File: src/rtl/mix_columns_engine.sv
// Handshaked, column-serial AES MixColumns engine (LANES columns per cycle) with bypass.
// Define MIX_COLUMNS_INV_EN to build the InvMixColumns datapath selected by in_inverse.
module mix_columns_engine #(
    parameter int LANES = 1
) (
    input  logic         clk,
    input  logic         rst,
    input  logic         in_valid,
    output logic         in_ready,
    input  logic [127:0] in_state,
    input  logic         in_bypass,
    input  logic         in_inverse,
    output logic         out_valid,
    input  logic         out_ready,
    output logic [127:0] out_state,
    output logic         busy
);

    if (LANES != 1 && LANES != 2 && LANES != 4) begin : g_lanes_chk
        $error("mix_columns_engine: LANES must be 1, 2 or 4");
    end

    localparam logic [1:0] COL_STEP = 2'(LANES);
    localparam logic [1:0] COL_LAST = 2'(4 - LANES);

    typedef enum logic [1:0] {IDLE, PROC, DONE} state_t;

    state_t       state_q, state_d;
    logic [1:0]   col_cnt_q, col_cnt_d;
    logic [127:0] work_q, work_d;
    logic         bypass_q;
    logic         load, step;
    logic [1:0]   lane_col [LANES];
    logic [31:0]  lane_res [LANES];

    function automatic logic [7:0] xtime(input logic [7:0] x);
        return {x[6:0], 1'b0} ^ (x[7] ? 8'h1b : 8'h00);
    endfunction

    function automatic logic [7:0] mul3(input logic [7:0] x);
        return xtime(x) ^ x;
    endfunction

    function automatic logic [31:0] fwd_col(input logic [31:0] c);
        logic [7:0] a0, a1, a2, a3;
        {a0, a1, a2, a3} = c;
        return {xtime(a0) ^ mul3(a1) ^ a2 ^ a3,
                a0 ^ xtime(a1) ^ mul3(a2) ^ a3,
                a0 ^ a1 ^ xtime(a2) ^ mul3(a3),
                mul3(a0) ^ a1 ^ a2 ^ xtime(a3)};
    endfunction

`ifdef MIX_COLUMNS_INV_EN
    logic inverse_q;

    // Inverse coefficients built from x2/x4/x8 partial products.
    function automatic logic [7:0] mul9(input logic [7:0] x);
        return xtime(xtime(xtime(x))) ^ x;
    endfunction

    function automatic logic [7:0] mulb(input logic [7:0] x);
        return xtime(xtime(xtime(x))) ^ xtime(x) ^ x;
    endfunction

    function automatic logic [7:0] muld(input logic [7:0] x);
        return xtime(xtime(xtime(x))) ^ xtime(xtime(x)) ^ x;
    endfunction

    function automatic logic [7:0] mule(input logic [7:0] x);
        return xtime(xtime(xtime(x))) ^ xtime(xtime(x)) ^ xtime(x);
    endfunction

    function automatic logic [31:0] inv_col(input logic [31:0] c);
        logic [7:0] a0, a1, a2, a3;
        {a0, a1, a2, a3} = c;
        return {mule(a0) ^ mulb(a1) ^ muld(a2) ^ mul9(a3),
                mul9(a0) ^ mule(a1) ^ mulb(a2) ^ muld(a3),
                muld(a0) ^ mul9(a1) ^ mule(a2) ^ mulb(a3),
                mulb(a0) ^ muld(a1) ^ mul9(a2) ^ mule(a3)};
    endfunction
`else
    logic unused_in_inverse;
    assign unused_in_inverse = in_inverse;
`endif

    for (genvar l = 0; l < LANES; l++) begin : g_lane
        logic [31:0] col_in;
        assign lane_col[l] = col_cnt_q + 2'(l);
        assign col_in      = work_q[7'd127 - {lane_col[l], 5'd0} -: 32];
`ifdef MIX_COLUMNS_INV_EN
        assign lane_res[l] = inverse_q ? inv_col(col_in) : fwd_col(col_in);
`else
        assign lane_res[l] = fwd_col(col_in);
`endif
    end

    always_comb begin
        work_d = work_q;
        for (int l = 0; l < LANES; l++) begin
            work_d[7'd127 - {lane_col[l], 5'd0} -: 32] = lane_res[l];
        end
    end

    // Bypass still spends one cycle in PROC (without writing) so its latency is one cycle.
    always_comb begin
        state_d   = state_q;
        col_cnt_d = col_cnt_q;
        in_ready  = 1'b0;
        out_valid = 1'b0;
        busy      = 1'b1;
        load      = 1'b0;
        step      = 1'b0;
        case (state_q)
            IDLE: begin
                in_ready = 1'b1;
                busy     = 1'b0;
                if (in_valid) begin
                    load      = 1'b1;
                    col_cnt_d = 2'd0;
                    state_d   = PROC;
                end
            end
            PROC: begin
                if (bypass_q) begin
                    state_d = DONE;
                end else begin
                    step      = 1'b1;
                    col_cnt_d = col_cnt_q + COL_STEP;
                    if (col_cnt_q == COL_LAST) state_d = DONE;
                end
            end
            DONE: begin
                out_valid = 1'b1;
                if (out_ready) state_d = IDLE;
            end
            default: state_d = IDLE;
        endcase
    end

    always_ff @(posedge clk) begin
        if (rst) begin
            state_q   <= IDLE;
            col_cnt_q <= 2'd0;
        end else begin
            state_q   <= state_d;
            col_cnt_q <= col_cnt_d;
        end
    end

    always_ff @(posedge clk) begin
        if (load) begin
            work_q   <= in_state;
            bypass_q <= in_bypass;
`ifdef MIX_COLUMNS_INV_EN
            inverse_q <= in_inverse;
`endif
        end else if (step) begin
            work_q <= work_d;
        end
    end

    assign out_state = out_valid ? work_q : 128'd0;

endmodule

File: config.mk
export PLATFORM = sky130hd
export DESIGN_NAME = mix_columns_engine
export DESIGN_NICKNAME = d
export VERILOG_FILES = /design/src/rtl/mix_columns_engine.sv
export SDC_FILE = /design/constraint.sdc
export NUM_CORES = 1
export LEC_CHECK = 0
export ABC_AREA = 1
export CAP_MARGIN = 30
export CORE_ASPECT_RATIO = 0.6
export CORE_UTILIZATION = 46
export CTS_CLUSTER_DIAMETER = 40
export DETAILED_ROUTE_END_ITERATION = 10
export PLACE_DENSITY = 0.78
export REMOVE_ABC_BUFFERS = 1
export SYNTH_ARGS = -nofsm -noshare
export SYNTH_HDL_FRONTEND = slang
export SYNTH_SLANG_ARGS = --single-unit
File: constraint.sdc
create_clock -name clk -period 3.2 [get_ports clk]
set_clock_uncertainty 0.15 [all_clocks]
set_input_delay 0.96 -clock clk [delete_from_list [all_inputs] [get_ports clk]]
set_output_delay 0.96 -clock clk [all_outputs]
set_load 0.03 [all_outputs]
==> metrics.yaml, run 1 <==
status: "finished, final reports clean"
viasPerCell: 5.38
yosysUniqueCellTypes: 25
synthesis.area_um2: 10600
cp_max_fo: 19
max_freq_mhz: 322
synth_top_family_by_area: "simple AND/OR/NAND/NOR gates"
die_h_um: 119
die_area_um2: 23600
synth.area.top_cells: "edfxtp_1 (37%), nand2_1 (29%), nand3_1 (8.0%)"
setup_viol: 0
synth_compound_area_share_pct: 0.379
area_growth_pct: 33.9
clk_latency_ns: 0.43
rsz0062_at_grt: "false"
cts_sinks: 133
grt_overflow: 0
wl_um: 36900
period_minus_slack_ns: 3.10
yosys.area.top_type_share_pct: 36.7
drt_pass1_iterations: 6
core-area_um2: 22300
dp.cells: 2186
grtUsageTotal_pct: 31.4
fillers: 2074
place.gp.congestion: 0.923
leakagePower_nw: 7.85
yosys.area_share.simple_pct: 50.8
critPathLaunchType: "flip-flop"
syn_avg_cell_area_um2: 6.35
wl_per_cell_um: 16.6
antenna_found_initial: 2
antenna_cells: 0
required_ns: 2.09
syn_inst: 1665
ant_nets: 0
slew_violations: 0
num_vias: 11936
crit_type: "flip-flop to primary output"
cts_buffers: 17
max_slew_margin_pct: 46.2
dr.first_iter.drc_count: 1340
power.density_nw_per_um2: 594
port_buffers: 263
period_share_pct: 97.0
placed_area_um2: 13600
post_cts.repair.setup_buffers: 0
htree_levels: 4
clockBufferDepth: 2
worst_slew_pin_slew_ns: 0.802
grt_pass1_wl_um: 56800
netlist.top_cell.by_area: "edfxtp_1"
first_global_vias: 10879
clk_pin_slew_ns: 0.06
synthMuxAreaShare_pct: 0
die_w_um: 198
maxCapViolCount: 0
nNetsFinal: 2035
dp_slack_ns: 0.190
cts_tree: "done"
cts_root_buf: "clkbuf_16"
vdd_drop_max_uv: 405
stdcell_count: 2217
drc: 0
final_common_cell: "nand2_1"
fin_hold_ws_ns: 0.449
end_kind: "primary output"
grt_max_degree: 138
dp_hpwl_um: 26300
layout-drive-gt1-share_pct: 8.28
final-hold-violation-count: 0
fin_area_um2: 14100
hold_class: "flip-flop to flip-flop"
crit_arrival_ns: 1.99
io_pins: 265
synth-xor-area-share_pct: 0.486
rows: 42
fin_ws_ns: 0.0969
ys_warn_count: 0
final_cell_mix: "nand2_1 (812), nand3_1 (168), inv_1 (158)"
synthAdderAreaFrac_pct: 0.474
synth_seq_cells: 133
synth-seq-area-share_pct: 37.4
initial_core_util_pct: 47.4
-- repair_timing --
action	4_1_cts	5_1_grt
pin swaps	0	0
cloned	0	0
hold buffers	0	0
resized for setup	81	27
endpoints found under the setup margin	81	27
-- cells in the mapped netlist (all sizes together) --
library cell / n
nand4: 77
clkbuf: 37
nor3: 3
nand2: 875
inv: 171
buf: 43
or2: 1
edfxtp: 129
nor2: 133
nand3b: 1
xnor2: 5
ha: 4
dfxtp: 4
nand3: 174
a21oi: 8
-- power breakdown --
group | total [mW] | switching (mW) | internal [mW]
Combinational | 3.97 | 2.77 | 1.20
Clock | 2.09 | 0.790 | 1.30
Sequential | 2.34 | 0.112 | 2.23
Total | 8.40 | 3.67 | 4.73
-- path summary, 6_finish.rpt --
check,startpoint,to,slack [ns],depth (start not counted)
setup / recovery,state_q[1]$_SDFFE_PP0P_,out_state[47],0.1,3
hold / removal,bypass_q$_DFFE_PP_,state_q[0]$_SDFFE_PP0P_,0.45,3
setup reg to reg,col_cnt_q[0]$_SDFFE_PP0P_,work_q[120]$_DFFE_PP_,0.52,8
hold reg to reg,bypass_q$_DFFE_PP_,state_q[0]$_SDFFE_PP0P_,0.45,3
-- cell type report --
type / instances / area, µm² / area share, %
clock buffers: 18 / 429 / 3.03
repair buffers: 293 / 2950 / 20.8
clock inverters: 13 / 183 / 1.29
flip-flops and latches: 133 / 3960 / 28.0
multi-input cells: 1281 / 5590 / 39.5
well taps: 308 / 385 / 2.72
inverters: 171 / 657 / 4.64
-- routing by layer --
| metal | global-route usage, % | share of wire [%] |
|---|---|---|
| met1 | 46.7 | 44 |
| met2 | 46.3 | 42 |
| met3 | 5.78 | 12 |
| met4 | 8.09 | 1.6 |
| met5 | 0 | 0.030 |
-- through the flow --
step	setup TNS (ns)	util [%]	power, mW
after floorplan	-643.17	-	5.06
after global placement	0	60.9	6.17
after detailed placement	0	60.9	6.28
after CTS	0	63.2	8.32
after global routing	0	63.5	8.95
final	0	63.5	8.40
-- worst max-delay path, stage by stage, from the launching register on --
cell and delay [ns]:
dfxtp_1 0.42, nand2_4 0.20, nor2_1 0.22, clkdlybuf4s50_1 0.71
-- logic make-up (layout without fill, tap and decap cells) --
family,after synthesis,after routing
simple gates,1264,1264
fa+ha+maj,4,4
buf+inv,251,495
compound gates,8,8
xor+xnor,5,5
flops,133,133
-- state kept, by name, indices dropped and copies added, names as in the netlist --
name and count:
bypass_q 1, col_cnt_q 2, state_q 2, work_q 128
Note: power is estimated with default switching activity, not from simulation.
==> run 2: changes to the inputs <==
--- a/config.mk
+++ b/config.mk
@@ -10,8 +10,9 @@
 export CORE_ASPECT_RATIO = 0.6
 export CORE_UTILIZATION = 46
 export CTS_CLUSTER_DIAMETER = 40
+export CTS_CLUSTER_SIZE = 30
 export DETAILED_ROUTE_END_ITERATION = 10
-export PLACE_DENSITY = 0.78
+export PLACE_DENSITY = 0.8
 export REMOVE_ABC_BUFFERS = 1
 export SYNTH_ARGS = -nofsm -noshare
 export SYNTH_HDL_FRONTEND = slang
==> constraint.sdc (replaced) <==
create_clock -name clk -period 3.2 [get_ports clk]
set_clock_uncertainty 0.15 [all_clocks]
set_input_delay 0.96 -clock clk [delete_from_list [all_inputs] [get_ports clk]]
set_output_delay 0.96 -clock clk [all_outputs]
set_load 0.02 [all_outputs]
==> run 2 against run 1 <==
Compared with the run above: via count up 1.3%; worst hold slack better by 0.037 ns; clock power is 9.6% lower; register-to-register slack got worse by 0.02 ns; utilization rose by 0.69 points; power is 2.2% lower; global-route usage grew 0.49 points; combinational power hardly changed; worst setup slack got worse by 0.044 ns; critical path type unchanged.
==> metrics.yaml, run 2 (synthesized netlist as in run 1, its figures left out) <==
htree_levels: 4
cts_sinks: 133
drc: 0
end_kind: "primary output"
final-hold-violation-count: 0
clk_pin_slew_ns: 0.07
holdBufCountCts: 0
rr_startpoint: "col_cnt_q[0]$_SDFFE_PP0P_"
cts_buffers: 17
dp_slack_ns: 0.130
die_area_um2: 23600
setup_viol: 0
fin_util_pct: 64.2
placed_area_um2: 13500
grt_overflow: 0
first_global_vias: 11141
hold_class: "flip-flop to flip-flop"
max_slew_margin_pct: 59.5
wl_um: 38000
initial_core_util_pct: 47.4
rsz0062_at_grt: "false"
required_ns: 2.09
hold_end: "state_q[0]$_SDFFE_PP0P_"
antenna_found_initial: 0
hold_path.startpoint: "bypass_q$_DFFE_PP_"
core-area_um2: 22300
slowest_delay_ns: 0.66
top_regs: "work_q x128, col_cnt_q x2, state_q x2"
period_share_pct: 98.3
wl_per_cell_um: 17.1
die_w_um: 198
cpMaxStageDelayCell: "clkdlybuf4s50_1"
final_common_cell: "nand2_1"
leakagePower_nw: 8.52
status: "finished, final reports clean"
regMostFlops: "work_q"
power_mw: 8.22
maxCapViolCount: 0
rrSetupSlack_ns: 0.50
worstPathCellList: "inv_2 -> nand2_8 -> nor2_1 -> clkdlybuf4s50_1"
cts_tree: "done"
port_buffers: 263
drt_pass1_iterations: 6
num_vias: 12086
path_buf_inv: 2
post_cts.repair.setup_buffers: 0
power.density_nw_per_um2: 574
cp_max_fo: 16
dp_hpwl_um: 26300
clockBufferDepth: 2
r2r_end: "work_q[71]$_DFFE_PP_"
grt_pass1_wl_um: 57700
largest_register_ffs: 128
crit_type: "flip-flop to primary output"
nNetsFinal: 2034
die_h_um: 119
dr.first_iter.drc_count: 1334
place.gp.congestion: 0.921
critPathLaunchType: "flip-flop"
crit_family: "buffers and inverters"
worstRegToRegCells: 8
fin_hold_ws_ns: 0.486
io_pins: 265
grt_max_degree: 138
layout-drive-gt1-share_pct: 8.17
fin_area_um2: 14300
vdd_drop_max_uv: 396
crit_arrival_ns: 2.04
rows: 42
max_freq_mhz: 318
ant_nets: 0
fin_ws_ns: 0.0533
fillers: 1981
final_cell_mix: "nand2_1 (812), nand3_1 (168), clkdlybuf4s50_1 (167)"
worst_slew_pin_slew_ns: 0.608
slew_violations: 0
period_minus_slack_ns: 3.15
clk_latency_ns: 0.43
whs_path_depth: 3
grtUsageTotal_pct: 31.8
area_growth_pct: 35.4
viasPerCell: 5.45
cts_root_buf: "clkbuf_16"
antenna_cells: 0
==> run 2: cell count changes in the layout (fill, tap and decap cells not counted), sizes merged, moves of 3 or more <==
cell / delta
dlygate4sd2: -70
dlymetal6s2s: +58
clkdlybuf4s50: +18
buf: -8
bufinv: -3
inv: +3
==> run 2: worst max path at each step <==
stage / to / slack (ns) / startpoint / cells past startpoint
after CTS: out_state[19] / 0.006 / state_q[0]$_SDFFE_PP0P_ / 5
final: out_state[24] / 0.05 / state_q[0]$_SDFFE_PP0P_ / 4
after detailed placement: work_q[20]$_DFFE_PP_ / 0.13 / in_valid / 6
after global placement: work_q[60]$_DFFE_PP_ / 0.19 / in_valid / 7
after global routing: out_state[89] / 0.003 / state_q[0]$_SDFFE_PP0P_ / 5
after floorplan: work_q[0]$_DFFE_PP_ / -2.41 / in_valid / 4
==> run 2: layout make-up <==
cell class | instances | area, µm² | area share [%]
clock buffer | 18 | 429 | 3.00
clock inverter | 14 | 125 | 0.875
inverter | 171 | 657 | 4.59
multi-input combinational | 1282 | 5610 | 39.2
sequential | 133 | 3960 | 27.7
tap | 308 | 385 | 2.69
timing repair buffer | 291 | 3140 | 21.9
==> run 2: worst reg2reg max path: cells and delay by family, from the launching register on <==
family | cells | cell delay, ns
and+or+nand+nor | 6 | 0.97
DFF | 1 | 0.57
buffers and inverters | 1 | 0.42
xor gates and xnor gates | 1 | 0.36
==> run 2: per-stage QoR <==
stage               cells  TNS, ns
CTS                  2216        0
floorplan            1585  -621.91
global route         2217        0
finish               2217        0
detailed placement   2183        0
global placement     2183        0
==> run 2: power by group <==
| group | leakage [nW] | switching (mW) | internal, mW |
|---|---|---|---|
| Combinational | 7.00 | 2.76 | 1.22 |
| Clock | 0.267 | 0.813 | 1.07 |
| Sequential | 1.26 | 0.121 | 2.23 |
==> run 2: timing repair <==
| action | 4_1_cts | 5_1_grt |
|---|---|---|
| gates cloned | 1 | 0 |
| pin swaps | 1 | 0 |
| endpoints found under the setup margin | 101 | 85 |
| resized for setup | 14 | 85 |
==> run 2: metal layers <==
metal / part of all wire (%) / global-route usage, % / vias to the layer above / routed length, µm
met5: 0 / 0 / - / 0
met3: 14 / 8.64 / 94 / 5480
li1: - / - / 5723 / -
met4: 2.5 / 11.1 / 0 / 952
met2: 42 / 47.0 / 871 / 15900
met1: 41 / 44.6 / 5398 / 15600
==> run 3: changes to the inputs <==
--- a/config.mk
+++ b/config.mk
@@ -14,6 +14,7 @@
 export DETAILED_ROUTE_END_ITERATION = 10
 export PLACE_DENSITY = 0.8
 export REMOVE_ABC_BUFFERS = 1
+export SKIP_LAST_GASP = 1
 export SYNTH_ARGS = -nofsm -noshare
 export SYNTH_HDL_FRONTEND = slang
 export SYNTH_SLANG_ARGS = --single-unit
==> results of run 3 <==
Final layout, timing and power as in run 2 (identical DEF).
